File: config.mk
export PLATFORM = sky130hd
export DESIGN_NAME = sbox_layer_serial
export DESIGN_NICKNAME = d
export VERILOG_FILES = /design/src/rtl/sbox_layer_serial_pkg.sv /design/src/rtl/gf64_pow52_core.sv /design/src/rtl/sbox_layer_serial.sv
export SDC_FILE = /design/constraint.sdc
export NUM_CORES = 1
export LEC_CHECK = 0
export ABC_AREA = 1
export CAP_MARGIN = 10
export CORE_MARGIN = 3
export CORE_UTILIZATION = 57
export CTS_CLUSTER_DIAMETER = 100
export CTS_CLUSTER_SIZE = 14
export DETAILED_ROUTE_END_ITERATION = 10
export GPL_ROUTABILITY_DRIVEN = 1
export PLACE_DENSITY = 0.95
export SLEW_MARGIN = 20
export SYNTH_ARGS = -nofsm -noshare
export SYNTH_HDL_FRONTEND = slang
export SYNTH_HIERARCHICAL = 1
export SYNTH_SLANG_ARGS = --single-unit
File: constraint.sdc
create_clock -name clk -period 8 [get_ports clk]
set_clock_uncertainty 0.15 [all_clocks]
set_input_delay 2.4 -clock clk [delete_from_list [all_inputs] [get_ports clk]]
set_output_delay 2.4 -clock clk [all_outputs]
set_load 0.01 [all_outputs]
File: src/rtl/sbox_layer_serial_pkg.sv
// Shared definitions for the serial S-box layer.
//   SBOX_W       word width of one S-box lane
//   state_t      layer FSM states
//   sbox_ref()   behavioural reference of the 6-bit S-box. It computes the same
//                power map as gf64_pow52_core with a plain shift-and-add field
//                multiply and 52 repeated multiplications.
//
// Tower field used throughout:
//   GF(8)  = GF(2)[w] / (w^3 + w + 1)
//   GF(64) = GF(8)[y] / (y^2 + y + 1)   (irreducible because Tr(1) = 1 in GF(8))
//   A 6-bit tower element is {a1, a0} = a1*y + a0. bits [5:3] hold a1 and bits [2:0] hold a0.
package sbox_layer_serial_pkg;

  localparam int SBOX_W  = 6;
  localparam int POW_EXP = 52;

  typedef enum logic [1:0] {
    IDLE = 2'd0,
    RUN  = 2'd1,
    DONE = 2'd2
  } state_t;

  // Input basis change into tower coordinates. Row i is the mask of input bits
  // that are XORed to form tower bit i.
  localparam logic [5:0][5:0] M_IN_ROWS = {
    6'b100000, 6'b010000, 6'b001000, 6'b100110, 6'b010010, 6'b001001
  };

  // Basis change out of tower coordinates, fused with the output linear mix.
  // The mix moves the image of 1 to 0x16. For that reason S(1) != 1.
  localparam logic [5:0][5:0] M_OUT_ROWS = {
    6'b100000, 6'b010001, 6'b101000, 6'b000101, 6'b000011, 6'b001010
  };

  function automatic logic [2:0] gf8_mul_ref(input logic [2:0] a, input logic [2:0] b);
    logic [2:0] r;
    logic [2:0] aa;
    r  = '0;
    aa = a;
    for (int i = 0; i < 3; i++) begin
      if (b[i]) r = r ^ aa;
      aa = {aa[1:0], 1'b0} ^ (aa[2] ? 3'b011 : 3'b000);
    end
    return r;
  endfunction

  function automatic logic [5:0] gf64_mul_ref(input logic [5:0] a, input logic [5:0] b);
    logic [2:0] hh, hl, lh, ll;
    hh = gf8_mul_ref(a[5:3], b[5:3]);
    hl = gf8_mul_ref(a[5:3], b[2:0]);
    lh = gf8_mul_ref(a[2:0], b[5:3]);
    ll = gf8_mul_ref(a[2:0], b[2:0]);
    return {hh ^ hl ^ lh, hh ^ ll};
  endfunction

  function automatic logic [5:0] sbox_ref(input logic [5:0] x);
    logic [5:0] t, r, y;
    for (int i = 0; i < 6; i++) t[i] = ^(x & M_IN_ROWS[i]);
    r = 6'b000001;
    for (int k = 0; k < POW_EXP; k++) r = gf64_mul_ref(r, t);
    for (int i = 0; i < 6; i++) y[i] = ^(r & M_OUT_ROWS[i]);
    return y;
  endfunction

endpackage

File: src/rtl/gf64_pow52_core.sv
// Combinational 6-bit S-box core: S(x) = Mout( (Min x)^52 ) in GF((2^3)^2).
//   x  in   6   S-box input word
//   y  out  6   substituted word
// The exponent is built as x^32 * x^16 * x^4. Squarings are GF(2)-linear, so
// the design needs only two full tower multipliers.
module gf64_pow52_core (
  input  logic [5:0] x,
  output logic [5:0] y
);

  function automatic logic [2:0] gf8_mul(input logic [2:0] a, input logic [2:0] b);
    logic p0, p1, p2, p3, p4;
    p0 = a[0] & b[0];
    p1 = (a[0] & b[1]) ^ (a[1] & b[0]);
    p2 = (a[0] & b[2]) ^ (a[1] & b[1]) ^ (a[2] & b[0]);
    p3 = (a[1] & b[2]) ^ (a[2] & b[1]);
    p4 = a[2] & b[2];
    // w^3 = w + 1, w^4 = w^2 + w
    return {p2 ^ p4, p1 ^ p3 ^ p4, p0 ^ p3};
  endfunction

  function automatic logic [2:0] gf8_sq(input logic [2:0] a);
    return {a[1] ^ a[2], a[2], a[0]};
  endfunction

  // Karatsuba: the cross term comes from one extra multiply of the sums.
  function automatic logic [5:0] gf64_mul(input logic [5:0] a, input logic [5:0] b);
    logic [2:0] h, l, m;
    h = gf8_mul(a[5:3], b[5:3]);
    l = gf8_mul(a[2:0], b[2:0]);
    m = gf8_mul(a[5:3] ^ a[2:0], b[5:3] ^ b[2:0]);
    return {m ^ l, h ^ l};
  endfunction

  // (a1 y + a0)^2 = a1^2 y + (a1^2 + a0^2), since y^2 = y + 1
  function automatic logic [5:0] gf64_sq(input logic [5:0] a);
    logic [2:0] s1;
    s1 = gf8_sq(a[5:3]);
    return {s1, s1 ^ gf8_sq(a[2:0])};
  endfunction

  logic [5:0] t, x2, x4, x8, x16, x32, x48, u;

  assign t[0] = x[0] ^ x[3];
  assign t[1] = x[1] ^ x[4];
  assign t[2] = x[2] ^ x[5] ^ x[1];
  assign t[3] = x[3];
  assign t[4] = x[4];
  assign t[5] = x[5];

  assign x2  = gf64_sq(t);
  assign x4  = gf64_sq(x2);
  assign x8  = gf64_sq(x4);
  assign x16 = gf64_sq(x8);
  assign x32 = gf64_sq(x16);
  assign x48 = gf64_mul(x32, x16);
  assign u   = gf64_mul(x48, x4);

  assign y[0] = u[1] ^ u[3];
  assign y[1] = u[0] ^ u[1];
  assign y[2] = u[0] ^ u[2];
  assign y[3] = u[3] ^ u[5];
  assign y[4] = u[0] ^ u[4];
  assign y[5] = u[5];

endmodule

File: src/rtl/sbox_layer_serial.sv
// Serial S-box layer. An NWORDS x 6-bit state is rotated word by word through
// one gf64_pow52_core.
//   clk        clock
//   rst        synchronous active-high reset
//   in_valid   input state valid
//   in_ready   layer idle and able to accept (combinational)
//   in_state   input state, word i = in_state[6*i+5:6*i]
//   out_valid  out_state holds a finished result
//   out_ready  downstream accepts out_state
//   out_state  substituted state, word i = S(input word i)
//
// state | meaning
// IDLE  | waiting for a state; in_ready = 1
// RUN   | one word per cycle through the core, rotating right
// DONE  | result held; out_valid raised one cycle after entry and held until out_ready
module sbox_layer_serial
  import sbox_layer_serial_pkg::*;
#(
  parameter int NWORDS = 6
) (
  input  logic                     clk,
  input  logic                     rst,
  input  logic                     in_valid,
  output logic                     in_ready,
  input  logic [NWORDS*SBOX_W-1:0] in_state,
  output logic                     out_valid,
  input  logic                     out_ready,
  output logic [NWORDS*SBOX_W-1:0] out_state
);

  localparam int W  = NWORDS * SBOX_W;
  localparam int CW = (NWORDS > 1) ? $clog2(NWORDS) : 1;
  localparam logic [CW-1:0] CNT_LAST = CW'(NWORDS - 1);

  state_t          state_q, state_d;
  logic [CW-1:0]   cnt_q, cnt_d;
  logic [W-1:0]    sreg_q, sreg_d;
  logic            ov_q, ov_d;
  logic [W-1:0]    shifted;
  logic [SBOX_W-1:0] sbox_out;

  gf64_pow52_core u_core (
    .x (sreg_q[SBOX_W-1:0]),
    .y (sbox_out)
  );

  if (NWORDS == 1) begin : g_one_word
    assign shifted = sbox_out;
  end else begin : g_multi_word
    assign shifted = {sbox_out, sreg_q[W-1:SBOX_W]};
  end

  always_comb begin
    state_d = state_q;
    cnt_d   = cnt_q;
    sreg_d  = sreg_q;
    ov_d    = ov_q;
    case (state_q)
      IDLE: begin
        if (in_valid) begin
          sreg_d  = in_state;
          cnt_d   = '0;
          state_d = RUN;
        end
      end
      RUN: begin
        sreg_d = shifted;
        cnt_d  = cnt_q + CW'(1);
        if (cnt_q == CNT_LAST) state_d = DONE;
      end
      DONE: begin
        if (ov_q && out_ready) begin
          ov_d    = 1'b0;
          state_d = IDLE;
        end else begin
          ov_d = 1'b1;
        end
      end
      default: state_d = IDLE;
    endcase
  end

  always_ff @(posedge clk) begin
    if (rst) begin
      state_q <= IDLE;
      cnt_q   <= '0;
      sreg_q  <= '0;
      ov_q    <= 1'b0;
    end else begin
      state_q <= state_d;
      cnt_q   <= cnt_d;
      sreg_q  <= sreg_d;
      ov_q    <= ov_d;
    end
  end

  assign in_ready  = (state_q == IDLE) && !rst;
  assign out_valid = ov_q;
  assign out_state = sreg_q;

endmodule
; After elaboration in Yosys (flattened, before gate mapping)
; Cells that the tools add are included.
; W data, S select, Z words.
[totals]
ff_bits = 42
output_inout_bits = 38
[classes]
n_addsub = 1
n_eq_ne = 6
muxes = 9
bitwise = 131
reduce_logical = 7
[ops]
columns = cell, count
row1 = $pmux W36 S2, 1
row2 = $xor A1 B1 Y1, 67
row3 = $and A1 B1 Y1, 51
row4 = $xor A3 B3 Y3, 13
row5 = $mux W36, 1
row6 = $mux W2, 3
row7 = $ne A2 B2 Y1 const B, 3
row8 = $pmux W2 S3, 1
row9 = $pmux W3 S2, 1
row10 = $add A3 B1 Y3 const B, 1
row11 = $eq A3 B3 Y1 const B, 1
row12 = $mux W3, 1
row13 = $reduce_and A3 Y1, 1
row14 = $eq A2 B1 Y1 const B, 1
row15 = $eq A2 B2 Y1 const B, 1
row16 = $logic_and A1 B1 Y1, 2
row17 = $logic_not A2 Y1, 1
row18 = $reduce_and A2 Y1, 1
row19 = $reduce_bool A2 Y1, 1
row20 = $logic_not A1 Y1, 1
row21 = $mux W1, 1

; Depth between registers and ports, before layout
; Gate-level depths: netlist of the first run.
[depth]
word_depth = 26
depth_mapped = 38
ltp_nobuf = 38

; By module
; The synthesis of the first run kept the hierarchy.
[modules_own_cells]
columns = module, instances, cells_per_inst, area_per_inst_um2, seq_area_each_um2
row1 = sbox_layer_serial, 1, 353, 2254.7, 840.8
row2 = gf64_pow52_core, 1, 336, 1679.1, 0.0

; Worst setup path before layout of the first run
; OpenSTA, ideal clock, no wires.
[synth_path]
path_type = in2out
from = input port rst
to = output port in_ready
arrival_time_ns = 2.979
t_required_ns = 5.450
path_slack_ns = 2.471
cell_stages = 3
path_buffers = 2
path_cell_list = buf_1 clkbuf_1 nor3_1
[synth_via]
elab_chain_cells = 2
[synth_rtl]
columns = element, line
row1 = "start, declared", sbox_layer_serial.sv:22  ; input logic rst,
row2 = $logic_not A1 Y1, sbox_layer_serial.sv:97  ; assign in_ready = (state_q == IDLE) && !rst;
row3 = $logic_and A1 B1 Y1, sbox_layer_serial.sv:97
row4 = "end, declared", sbox_layer_serial.sv:24  ; output logic in_ready,
; No other way between the ends.

; Worst setup path in the final report of the first run
; Ends and elaborated chain as after synthesis.

==> key figures, run 1 <==
Drt
  – Number of vias in the routed layout: 4635
  – Detailed-routing iteration count for the pre-antenna-repair pass: 7
  – Detail Route Antenna Nets: 0
  – Drc violations: 0
  – Drt via density: 5.61
  – Total wirelength of the detailed-routed design: 10.9 mm
  – Wire length per cell: 13.2 um
  – Number of DRC violations after detailed-routing iteration 0: 354

Layout
  – Area growth, synth to finish: 21.4%
  – Number of antenna diodes: 0
  – Filler instances: 528
  – Nets@finish: 793
  – Share of final-layout standard cells stronger than drive strength 1: 10.0%

Flow run
  – Max-capacitance violation count: 0

Logic synthesis
  – Sequential cell area fraction in the yosys report: 21.4%
  – Compound-cell area share of the yosys netlist: 5.95%
  – Syn Nets: 734
  – Total number of yosys warnings: 6
  – Synthesized-area fraction occupied by xor and xnor cells: 5.09%
  – Number of synthesized register bits: 42
  – Synthesized area per cell: 5.71 sq um
  – Post-Syn Area: 0.00393 sq mm
  – Instance count of the mapped netlist: 689
  – Combinational family with the most area after synthesis: simple AND/OR/NAND/NOR gates
  – Simple-gate area share of the yosys netlist: 51.2%
  – Fraction of synthesized area in multiplexers: 0%
  – Share of synthesized cell area in full adder, half adder and majority cells: 1.59%
  – Post-synth cell types: 31

Clock network
  – Latest clock arrival within the worst-skew pair: 300 ps
  – Postcts setup bufs: 0
  – CTS sink cnt: 42
  – TritonCTS clock tree: built
  – Count of instances resized after the clock tree is built: 0
  – Clock transition at the registers of the reported paths: 70 ps
  – Number of CTS-inserted buffers: 5
  – CTS Root Buffer Type: sky130_fd_sc_hd__clkbuf_8
  – Longest Clk Path Bufs: 2
  – Deepest level of the CTS H-tree: 2
  – Hold bufs inserted after CTS: 0

Worst setup path
  – Worst setup path category: input port to primary output
  – CP Buf/Inv Count: 2
  – Setup crit start kind: input port
  – Top delay family on crit path: buffers and inverters
  – Worst reg-to-reg path cell count: 37
  – Reg-to-Reg End: out_state[31]
  – FF-to-FF setup slack: 3300 ps
  – Critical path's most frequent cell: sky130_fd_sc_hd__clkdlybuf4s50_1
  – Max stage delay cell, worst path: sky130_fd_sc_hd__clkdlybuf4s50_1
  – Largest driver fanout on the critical path: 2
  – Required arrival time at the worst endpoint: 5450 ps
  – Delay of the slowest cell on the worst path: 560 ps
  – Type of destination of the critical path: primary output
  – Worst r2r src: out_state[5]
  – Arrival time at the worst endpoint: 3520 ps
  – Critical path cell sequence: clkdlybuf4s50_1 -> nor3_1 -> clkdlybuf4s50_1

GRT
  – Total track usage: 28.1%
  – Vias in the first global route: 4157
  – Number of antenna violations at the first check in global routing: 0
  – Largest net degree at the start of global routing: 73
  – Total grt overflow: 0
  – Wire length of the first global-routing pass: 18.1 mm

Placement
  – Number of port buffers: 77
  – Global placement routability congestion: 0.970
  – Final HPWL from detailed placement: 7.99 mm

Die
  – Floorplan core area: 0.00653 sq mm
  – Count of standard-cell rows: 29
  – Number of top-level pins: 78
  – Die Y: 89.1 um
  – Effective utilization at floorplan: 60.2%
  – DIE WIDTH: 89.1 um
  – Area of the die: 0.00793 sq mm

Timing
  – Highest clock frequency the design can meet: 165 MHz
  – Least-Margin Pin Slew: 703 ps
  – Slew Viols, Final: 0
  – Max-slew headroom at the worst pin: 53.0%
  – Total negative setup slack: 0 ps
  – Setup violators final: 0
  – Worst hold margin: 342 ps
  – Number of hold-slack violations in the final timing report: 0
  – Share of the clock period used by the worst path: 75.9%
  – Final critical delay including setup and external delays: 6070 ps
  – RSZ-0062 raised after global routing: no

Run status
  – Run status: completed

Worst hold path
  – Worst Min Path Start: cnt_q[0]
  – Hold path depth: 1
  – Tightest Hold Check Type: flip-flop to flip-flop
  – WHS Endpoint: cnt_q[0]

Power
  – Power Dens Cells: 475 mW/mm^2
  – IR drop worst, VDD: 216 uV
  – Leakage power total: 2.38 nW
  – Tot Pwr: 2.27 mW
==> per-layer routing <==
metal	track usage (%)	vias to the layer above	part of all wire (%)
met4	7.71	0	1.8
met2	47.4	207	48
met5	0	-	0
met3	4.79	26	7.0
li1	-	2270	-
met1	37.2	2132	43
==> power breakdown <==
part	switching, mW	internal [mW]
Sequential	0.0386	0.244
Clock	0.0760	0.0617
Combinational	1.20	0.642
Total	1.32	0.947
==> worst register-to-register path: cells and delay by family (launching register included) <==
kind / cells / cell delay (ps)
adder cells (fa/ha/maj): 2 / 760
AO/OA/AOI/OAI: 1 / 80
flip-flops: 1 / 470
buffers and inverters: 8 / 700
AND/OR/NAND/NOR: 26 / 2430
==> cells in the mapped netlist <==
master                     count  area [sq um]
sky130_fd_sc_hd__o21ai_0       5          25.0
sky130_fd_sc_hd__or2_1         1          6.26
sky130_fd_sc_hd__clkinv_1      1          3.75
sky130_fd_sc_hd__nand3_2       5          50.1
sky130_fd_sc_hd__nand2_1     202           758
sky130_fd_sc_hd__nand4_1       2          12.5
sky130_fd_sc_hd__xor2_2        1          16.3
sky130_fd_sc_hd__nor2_1       23          86.3
sky130_fd_sc_hd__nor2_4        2          22.5
sky130_fd_sc_hd__buf_4         5          37.5
sky130_fd_sc_hd__nor2_2        2          12.5
sky130_fd_sc_hd__nand2_4       5          56.3
sky130_fd_sc_hd__dfxtp_1      42           841
sky130_fd_sc_hd__clkbuf_1      6          22.5
sky130_fd_sc_hd__nand3_1     155           776
sky130_fd_sc_hd__inv_2        14          52.6
sky130_fd_sc_hd__nor3_1        1          5.00
sky130_fd_sc_hd__xnor2_2       1          16.3
sky130_fd_sc_hd__a21oi_1      39           195
sky130_fd_sc_hd__ha_1          5          62.6
sky130_fd_sc_hd__o21ai_1       1          5.00
sky130_fd_sc_hd__xnor2_1       7          61.3
sky130_fd_sc_hd__or2_2         1          6.26
sky130_fd_sc_hd__buf_1         5          18.8
sky130_fd_sc_hd__buf_2        12          60.1
sky130_fd_sc_hd__xor2_1        9          78.8
sky130_fd_sc_hd__o21ai_2       1          8.76
sky130_fd_sc_hd__xnor2_4       1          27.5
sky130_fd_sc_hd__nand2_2      30           188
sky130_fd_sc_hd__inv_1       103           387
sky130_fd_sc_hd__nand3_4       2          35.0
==> kinds of logic (layout without fill, tap and decap cells) <==
group / after synthesis / after routing
and+or+nand+nor: 431 / 431
buffers and inverters: 146 / 206
AOI/OAI and AO/OA: 46 / 46
DFF: 42 / 42
xor gates and xnor gates: 19 / 19
adders and majority gates: 5 / 5
==> layout make-up <==
class	instances	area, sq um	area share [%]
sequential	42	841	17.6
clock buffer	6	72.6	1.52
multi-input combinational	501	2520	52.7
tap	77	96.3	2.02
inverter	118	443	9.27
clock inverter	2	13.8	0.288
timing repair buffer	80	793	16.6
==> how the worst max path moves through the flow <==
stage          startpoint  endpoint  slack, ps  depth (start not counted)
3_5_place_dp          rst  in_ready       1930                          3
3_3_place_gp          rst  in_ready       1930                          3
4_1_cts               rst  in_ready       1910                          3
5_1_grt               rst  in_ready       1820                          3
2_1_floorplan         rst  in_ready       2470                          3
6_report              rst  in_ready       1930                          3
==> per-stage QoR <==
| step | setup slack [ps] | area [sq um] | instances | utilization [%] |
|---|---|---|---|---|
| after floorplan | 2470 | 3930 | 689 | - |
| after detailed placement | 1930 | 4680 | 818 | 71.7 |
| after CTS | 1910 | 4770 | 826 | 73.0 |
| final | 1930 | 4780 | 826 | 73.1 |
| after global routing | 1820 | 4780 | 826 | 73.1 |
| after global placement | 1930 | 4680 | 818 | 71.7 |
==> registers in the layout, summed over array words and instances, names as in the netlist <==
name / flops
out_state: 36
state_q: 2
cnt_q: 3
out_valid: 1
==> placed cells by master, fill, tap and decap left out, drive strengths merged <==
| cell | count |
|---|---|
| clkinv | 3 |
| nand2 | 237 |
| o21ai | 7 |
| dfxtp | 42 |
| nand3 | 162 |
| xor2 | 10 |
| a21oi | 39 |
| inv | 117 |
| clkdlybuf4s50 | 77 |
| or2 | 2 |
| buf | 3 |
| clkbuf | 6 |
| nor3 | 1 |
| xnor2 | 9 |
| nor2 | 27 |
| ha | 5 |
| nand4 | 2 |
(Power assumes the default switching activity.)
==> run 2: changes to the inputs <==
CORE_UTILIZATION = 53   (was 57)
PLACE_DENSITY = 0.92   (was 0.95)
clock period = 6.29 ns   (was 8 ns; I/O delays follow)
==> run 2 against run 1 <==
Against the previous run:
- cell count rose by 2.4%
- worst hold slack improved by 20 ps
- clock-buffer cell count fell by 1
- die area rose by 7.0%
- first-iteration DRC count fell by 14%
- core utilization fell by 3.8 points
- flip-flop and latch count did not move
- via count fell by 3.5%
- combinational power rose by 23%
- clock power rose by 64%
- critical endpoint unchanged
- largest power group unchanged
==> key figures, run 2 (synthesis gave the netlist of run 1 again) <==
Run status
  – Run status: completed

Timing
  – Slew Viols, Final: 0 (unchanged)
  – Max-slew headroom at the worst pin: 53.2% (+0.21 points)
  – RSZ-0062 raised after global routing: no
  – Highest clock frequency the design can meet: 197 MHz
  – Least-Margin Pin Slew: 701 ps (-1.30 ps)
  – Number of hold-slack violations in the final timing report: 0 (unchanged)
  – Setup violators final: 0 (unchanged)
  – Total negative setup slack: 0 ps (unchanged)
  – Share of the clock period used by the worst path: 80.6%
  – Final critical delay including setup and external delays: 5070 ps

Layout
  – Filler instances: 609 (+15%)
  – Commonest non-fill, non-tap cell in the layout: sky130_fd_sc_hd__nand2_1
  – Number of antenna diodes: 0 (unchanged)
  – Commonest non-fill, non-tap cells in the layout: sky130_fd_sc_hd__nand2_1 (202), sky130_fd_sc_hd__nand3_1 (155), sky130_fd_sc_hd__inv_1 (103)
  – Non-filler cells, final: 846 (+2.4%)
  – Nets@finish: 794 (+0.13%)
  – Share of final-layout standard cells stronger than drive strength 1: 10.3% (+0.25 points)
  – Final instance area: 0.00484 sq mm (+1.3%)
  – Largest register FFs: 36 (unchanged)
  – Area growth, synth to finish: 23.0%

Clock network
  – Postcts setup bufs: 0 (unchanged)
  – Clock transition at the registers of the reported paths: 90 ps (+20 ps)
  – TritonCTS clock tree: built
  – Hold bufs inserted after CTS: 0 (unchanged)
  – Longest Clk Path Bufs: 2 (unchanged)
  – Deepest level of the CTS H-tree: 2 (unchanged)
  – CTS Root Buffer Type: sky130_fd_sc_hd__clkbuf_8
  – Latest clock arrival within the worst-skew pair: 300 ps (about the same)
  – CTS sink cnt: 42 (unchanged)
  – Number of CTS-inserted buffers: 5 (unchanged)
  – Count of instances resized after the clock tree is built: 0 (unchanged)

GRT
  – Largest net degree at the start of global routing: 73 (unchanged)
  – Vias in the first global route: 4098 (-1.4%)
  – Total grt overflow: 0 (unchanged)
  – Total track usage: 25.2% (-3.0 points)
  – Wire length of the first global-routing pass: 18.0 mm (-0.50%)
  – Number of antenna violations at the first check in global routing: 0 (unchanged)

Placement
  – Area of placed instances: 0.00472 sq mm (+0.67%)
  – Global placement routability congestion: 0.937 (-3.4%)
  – Number of port buffers: 77 (unchanged)
  – Dpl cells: 838 (+2.4%)
  – Final HPWL from detailed placement: 8.14 mm (+1.8%)

Worst setup path
  – Type of destination of the critical path: primary output
  – Arrival time at the worst endpoint: 3030 ps (-490 ps)
  – Delay of the slowest cell on the worst path: 570 ps (about the same)
  – Max stage delay cell, worst path: sky130_fd_sc_hd__clkdlybuf4s50_1
  – CP Buf/Inv Count: 2 (unchanged)
  – Critical path cell sequence: clkdlybuf4s50_1 -> nor3_1 -> clkdlybuf4s50_1
  – Largest driver fanout on the critical path: 2 (unchanged)
  – Top delay family on crit path: buffers and inverters
  – Worst setup path category: input port to primary output
  – Required arrival time at the worst endpoint: 4250 ps (-1200 ps)
  – Critical path's most frequent cell: sky130_fd_sc_hd__clkdlybuf4s50_1
  – Setup crit start kind: input port

Drt
  – Detail Route Antenna Nets: 0 (unchanged)
  – Drc violations: 0 (unchanged)
  – Number of vias in the routed layout: 4474 (-3.5%)
  – Total wirelength of the detailed-routed design: 10.8 mm (-0.62%)
  – Wire length per cell: 12.8 um (-3.0%)
  – Detailed-routing iteration count for the pre-antenna-repair pass: 5 (-2)
  – Drt via density: 5.29 (-5.8%)
  – Number of DRC violations after detailed-routing iteration 0: 306 (-14%)

Power
  – Portion of total power attributed to combinational logic: 79.7% (-1.8 points)
  – Clock share of power: 7.9% (+1.8 points)
  – IR drop worst, VDD: 284 uV (+31%)
  – Sequential cell fraction of total power: 12.4% (about the same)
  – Power Dens Cells: 592 mW/mm^2 (+25%)
  – Sw frac: 56.4% (-1.8 points)
  – Internal power summed over all cells: 1.25 mW (+32%)
  – Switching Power: 1.62 mW (+22%)
  – Leakage power total: 2.39 nW (+0.69%)

Flow run
  – Max-capacitance violation count: 0 (unchanged)

Die
  – DIE WIDTH: 92.2 um (+3.5%)
  – Number of top-level pins: 78 (unchanged)
  – Count of standard-cell rows: 30 (+3.4%)
  – Area of the die: 0.00849 sq mm (+7.0%)
  – Die Y: 92.2 um (+3.5%)
  – Effective utilization at floorplan: 56.3% (-3.9 points)
  – Floorplan core area: 0.00698 sq mm (+6.9%)

Worst hold path
  – Tightest Hold Check Type: flip-flop to flip-flop
==> run 2: changes by cell type in the layout (fill, tap and decap cells not counted), sizes merged <==
cell      delta
buf          +1
bufinv       +1
clkbuf       -1
clkinv       -2
clkinvlp     +1
inv          +1
==> run 2: path summary, 6_finish.rpt <==
check | start | endpoint | slack [ps] | cells past startpoint
setup / recovery | rst | in_ready | 1220 | 3
hold / removal | out_state[9] | out_state[9] | 360 | 2
setup reg to reg | out_state[4] | out_state[34] | 1620 | 37
hold reg to reg | out_state[9] | out_state[9] | 360 | 2
==> run 2: area by class of cell <==
class                      count  area, sq um  area share [%]
multi-input combinational    501         2520            52.0
sequential                    42          841            17.4
timing repair buffer          81          801            16.6
inverter                     118          443            9.15
tap                           96          120            2.48
clock buffer                   5         68.8            1.42
clock inverter                 3         48.8            1.01
==> run 2: stage by stage <==
step / hold WS, ps / power, mW / setup WS, ps / util [%]
4_1_cts: 360 / 2.85 / 1200 / 69.2
6_report: 362 / 2.86 / 1220 / 69.3
3_5_place_dp: 344 / 2.62 / 1220 / 67.5
2_1_floorplan: 301 / 2.17 / 1790 / -
5_1_grt: 386 / 3.21 / 1120 / 69.3
3_3_place_gp: 314 / 2.54 / 1250 / 67.5
==> run 2: layer usage <==
| layer | wire, um | share of wire [%] | GRT usage (%) | up-vias |
|---|---|---|---|---|
| met4 | 112 | 1.0 | 7.05 | 0 |
| met5 | 0 | 0 | 0 | - |
| met1 | 4590 | 42 | 31.1 | 2025 |
| met3 | 750 | 6.9 | 5.09 | 11 |
| li1 | - | - | - | 2277 |
| met2 | 5350 | 50 | 44.1 | 161 |
==> run 2: worst min-delay path, stage by stage (launching register included) <==
cell	delay [ps]
sky130_fd_sc_hd__dfxtp_1	330
sky130_fd_sc_hd__nand3_1	80
sky130_fd_sc_hd__a21oi_1	60
==> run 2: power by group through the flow <==
stage	registers, mW	logic [mW]	clock network (mW)
finish	0.354	2.28	0.226
global route	0.360	2.62	0.236
CTS	0.353	2.27	0.226
detailed placement	0.358	2.26	0
global placement	0.356	2.18	0
floorplan	0.368	1.80	0
==> run 3: changes to the inputs <==
clock period = 5.3 ns   (was 6.29 ns; I/O delays follow)
==> run 3 against run 2 <==
Against the previous run:
- clock power fell by 8%
- register-to-register slack got worse by 900 ps
- wire length rose by 2.2%
- worst hold slack improved by 0.60 ps
- total power rose by 17%
- sequential share of layout area rose by 0.10 points
- clock-buffer cell count rose by 1
- sequential power rose by 18%
- critical path depth rose by 30
- largest cell class unchanged
- highest routed layer unchanged
==> key figures, run 3 (synthesis gave the netlist of run 1 again) <==
GRT
  – Largest net degree at the start of global routing: 72 (-1.4%)
  – Wire length of the first global-routing pass: 18.5 mm (+2.8%)
  – Total track usage: 26.0% (+0.81 points)
  – Vias in the first global route: 4316 (+5.3%)
  – Total grt overflow: 0 (unchanged)
  – Number of antenna violations at the first check in global routing: 0 (unchanged)

Timing
  – Least-Margin Pin Slew: 707 ps (+5.73 ps)
  – Final critical delay including setup and external delays: 4580 ps
  – Number of hold-slack violations in the final timing report: 0 (unchanged)
  – Slew Viols, Final: 0 (unchanged)
  – Setup violators final: 0 (unchanged)
  – RSZ-0062 raised after global routing: no
  – Share of the clock period used by the worst path: 86.3%
  – Max-slew headroom at the worst pin: 52.7% (-0.51 points)
  – Highest clock frequency the design can meet: 219 MHz
  – Total negative setup slack: 0 ps (unchanged)

Clock network
  – Clock transition at the registers of the reported paths: 90 ps (about the same)
  – CTS sink cnt: 42 (unchanged)
  – Postcts setup bufs: 0 (unchanged)
  – CTS Root Buffer Type: sky130_fd_sc_hd__clkbuf_8
  – Latest clock arrival within the worst-skew pair: 300 ps (about the same)
  – Longest Clk Path Bufs: 2 (unchanged)
  – Number of CTS-inserted buffers: 5 (unchanged)
  – Hold bufs inserted after CTS: 0 (unchanged)
  – TritonCTS clock tree: built
  – Count of instances resized after the clock tree is built: 0 (unchanged)
  – Deepest level of the CTS H-tree: 2 (unchanged)

Die
  – Effective utilization at floorplan: 56.3% (unchanged)
  – Floorplan core area: 0.00698 sq mm (unchanged)
  – Count of standard-cell rows: 30 (unchanged)
  – Area of the die: 0.00849 sq mm (unchanged)
  – Die Y: 92.2 um (unchanged)
  – DIE WIDTH: 92.2 um (unchanged)
  – Number of top-level pins: 78 (unchanged)

Drt
  – Total wirelength of the detailed-routed design: 11.0 mm (+2.2%)
  – Detail Route Antenna Nets: 0 (unchanged)
  – Drc violations: 0 (unchanged)
  – Number of DRC violations after detailed-routing iteration 0: 422 (+38%)
  – Number of vias in the routed layout: 4556 (+1.8%)
  – Drt via density: 5.38 (+1.7%)
  – Wire length per cell: 13.0 um (+2.1%)
  – Detailed-routing iteration count for the pre-antenna-repair pass: 5 (unchanged)

Layout
  – Commonest non-fill, non-tap cells in the layout: sky130_fd_sc_hd__nand2_1 (202), sky130_fd_sc_hd__nand3_1 (155), sky130_fd_sc_hd__inv_1 (103)
  – Share of final-layout standard cells stronger than drive strength 1: 10.3% (-0.014 points)
  – Nets@finish: 795 (+0.13%)
  – Largest register FFs: 36 (unchanged)
  – Final cell utilization of the core: 68.9% (-0.41 points)
  – Non-filler cells, final: 847 (+0.12%)
  – Commonest non-fill, non-tap cell in the layout: sky130_fd_sc_hd__nand2_1
  – Area growth, synth to finish: 22.3%
  – Number of antenna diodes: 0 (unchanged)
  – Filler instances: 600 (-1.5%)

Flow run
  – Max-capacitance violation count: 0 (unchanged)

Run status
  – Run status: completed

Worst setup path
  – Setup crit start kind: flip-flop
  – Critical path's most frequent cell: sky130_fd_sc_hd__nand2_1
  – Required arrival time at the worst endpoint: 5380 ps (+1130 ps)
  – Worst setup path category: flip-flop to flip-flop
  – Worst setup path start: out_state[5]
  – CP Capture Point: out_state[33]
  – Reg-to-Reg End: out_state[33]
  – Arrival time at the worst endpoint: 4660 ps (+1630 ps)
  – Worst reg-to-reg path cell count: 33 (-11%)
  – Largest driver fanout on the critical path: 7 (+5)
  – Max stage delay cell, worst path: sky130_fd_sc_hd__dfxtp_1
  – Delay of the slowest cell on the worst path: 480 ps (-90 ps)
  – Type of destination of the critical path: flip-flop
  – Worst r2r src: out_state[5]
  – FF-to-FF setup slack: 720 ps (-900 ps)

Power
  – Tot Pwr: 3.34 mW (+17%)
  – IR drop worst, VDD: 310 uV (+9.3%)
  – Power Dens Cells: 695 mW/mm^2 (+17%)
  – Leakage power total: 2.39 nW (-0.38%)

Placement
  – Final HPWL from detailed placement: 8.28 mm (+1.7%)
  – Number of port buffers: 77 (unchanged)
  – Dpl cells: 839 (+0.12%)
  – Global placement routability congestion: 1.00 (+6.7%)

Worst hold path
  – Tightest Hold Check Type: flip-flop to flip-flop
## run 3: report_power, final
part           internal (mW)  total (mW)  switching, mW
registers              0.368       0.419         0.0507
logic                  0.970        2.72           1.75
clock network         0.0931       0.207          0.114
total                   1.43        3.34           1.91
## run 3: how the worst min path moves through the flow
stage / from / slack, ps / to / depth (start not counted)
6_report: cnt_q[1] / 360 / cnt_q[1] / 2
5_1_grt: out_state[21] / 380 / out_state[21] / 2
4_1_cts: out_state[16] / 360 / out_state[16] / 2
3_5_place_dp: cnt_q[0] / 340 / cnt_q[0] / 1
3_3_place_gp: cnt_q[0] / 310 / cnt_q[0] / 1
2_1_floorplan: cnt_q[0] / 300 / cnt_q[0] / 1
## run 3: final cells by class
| class | count | area (sq um) | share of cell area (%) |
|---|---|---|---|
| clock buffer | 6 | 72.6 | 1.51 |
| clock inverter | 2 | 13.8 | 0.286 |
| inverter | 118 | 443 | 9.21 |
| multi-input combinational | 501 | 2510 | 52.2 |
| sequential | 42 | 841 | 17.5 |
| tap | 96 | 120 | 2.50 |
| timing repair buffer | 82 | 808 | 16.8 |
## run 3: stage by stage
| step | area (sq um) | setup slack [ps] | hold slack, ps |
|---|---|---|---|
| 4_1_cts | 4810 | 796 | 362 |
| 5_1_grt | 4810 | 257 | 382 |
| 2_1_floorplan | 3930 | 1300 | 301 |
| 3_3_place_gp | 4720 | 852 | 313 |
| 3_5_place_dp | 4720 | 805 | 341 |
| 6_report | 4810 | 724 | 362 |
## run 3: metal layers
| metal | track usage (%) | up-vias | wire [um] |
|---|---|---|---|
| li1 | - | 2273 | - |
| met1 | 32.0 | 2089 | 4520 |
| met2 | 45.4 | 172 | 5530 |
| met3 | 4.59 | 22 | 793 |
| met4 | 8.66 | 0 | 195 |
| met5 | 0 | - | 0 |
## run 3: critical path, delay by kind of cell (launching register included)
family                   cells  cell delay (ps)
AND/OR/NAND/NOR             22             2210
adder cells (fa/ha/maj)      2              760
buffers and inverters        7              610
flip-flops                   1              480
XOR/XNOR                     1              150
AO/OA/AOI/OAI                1              150
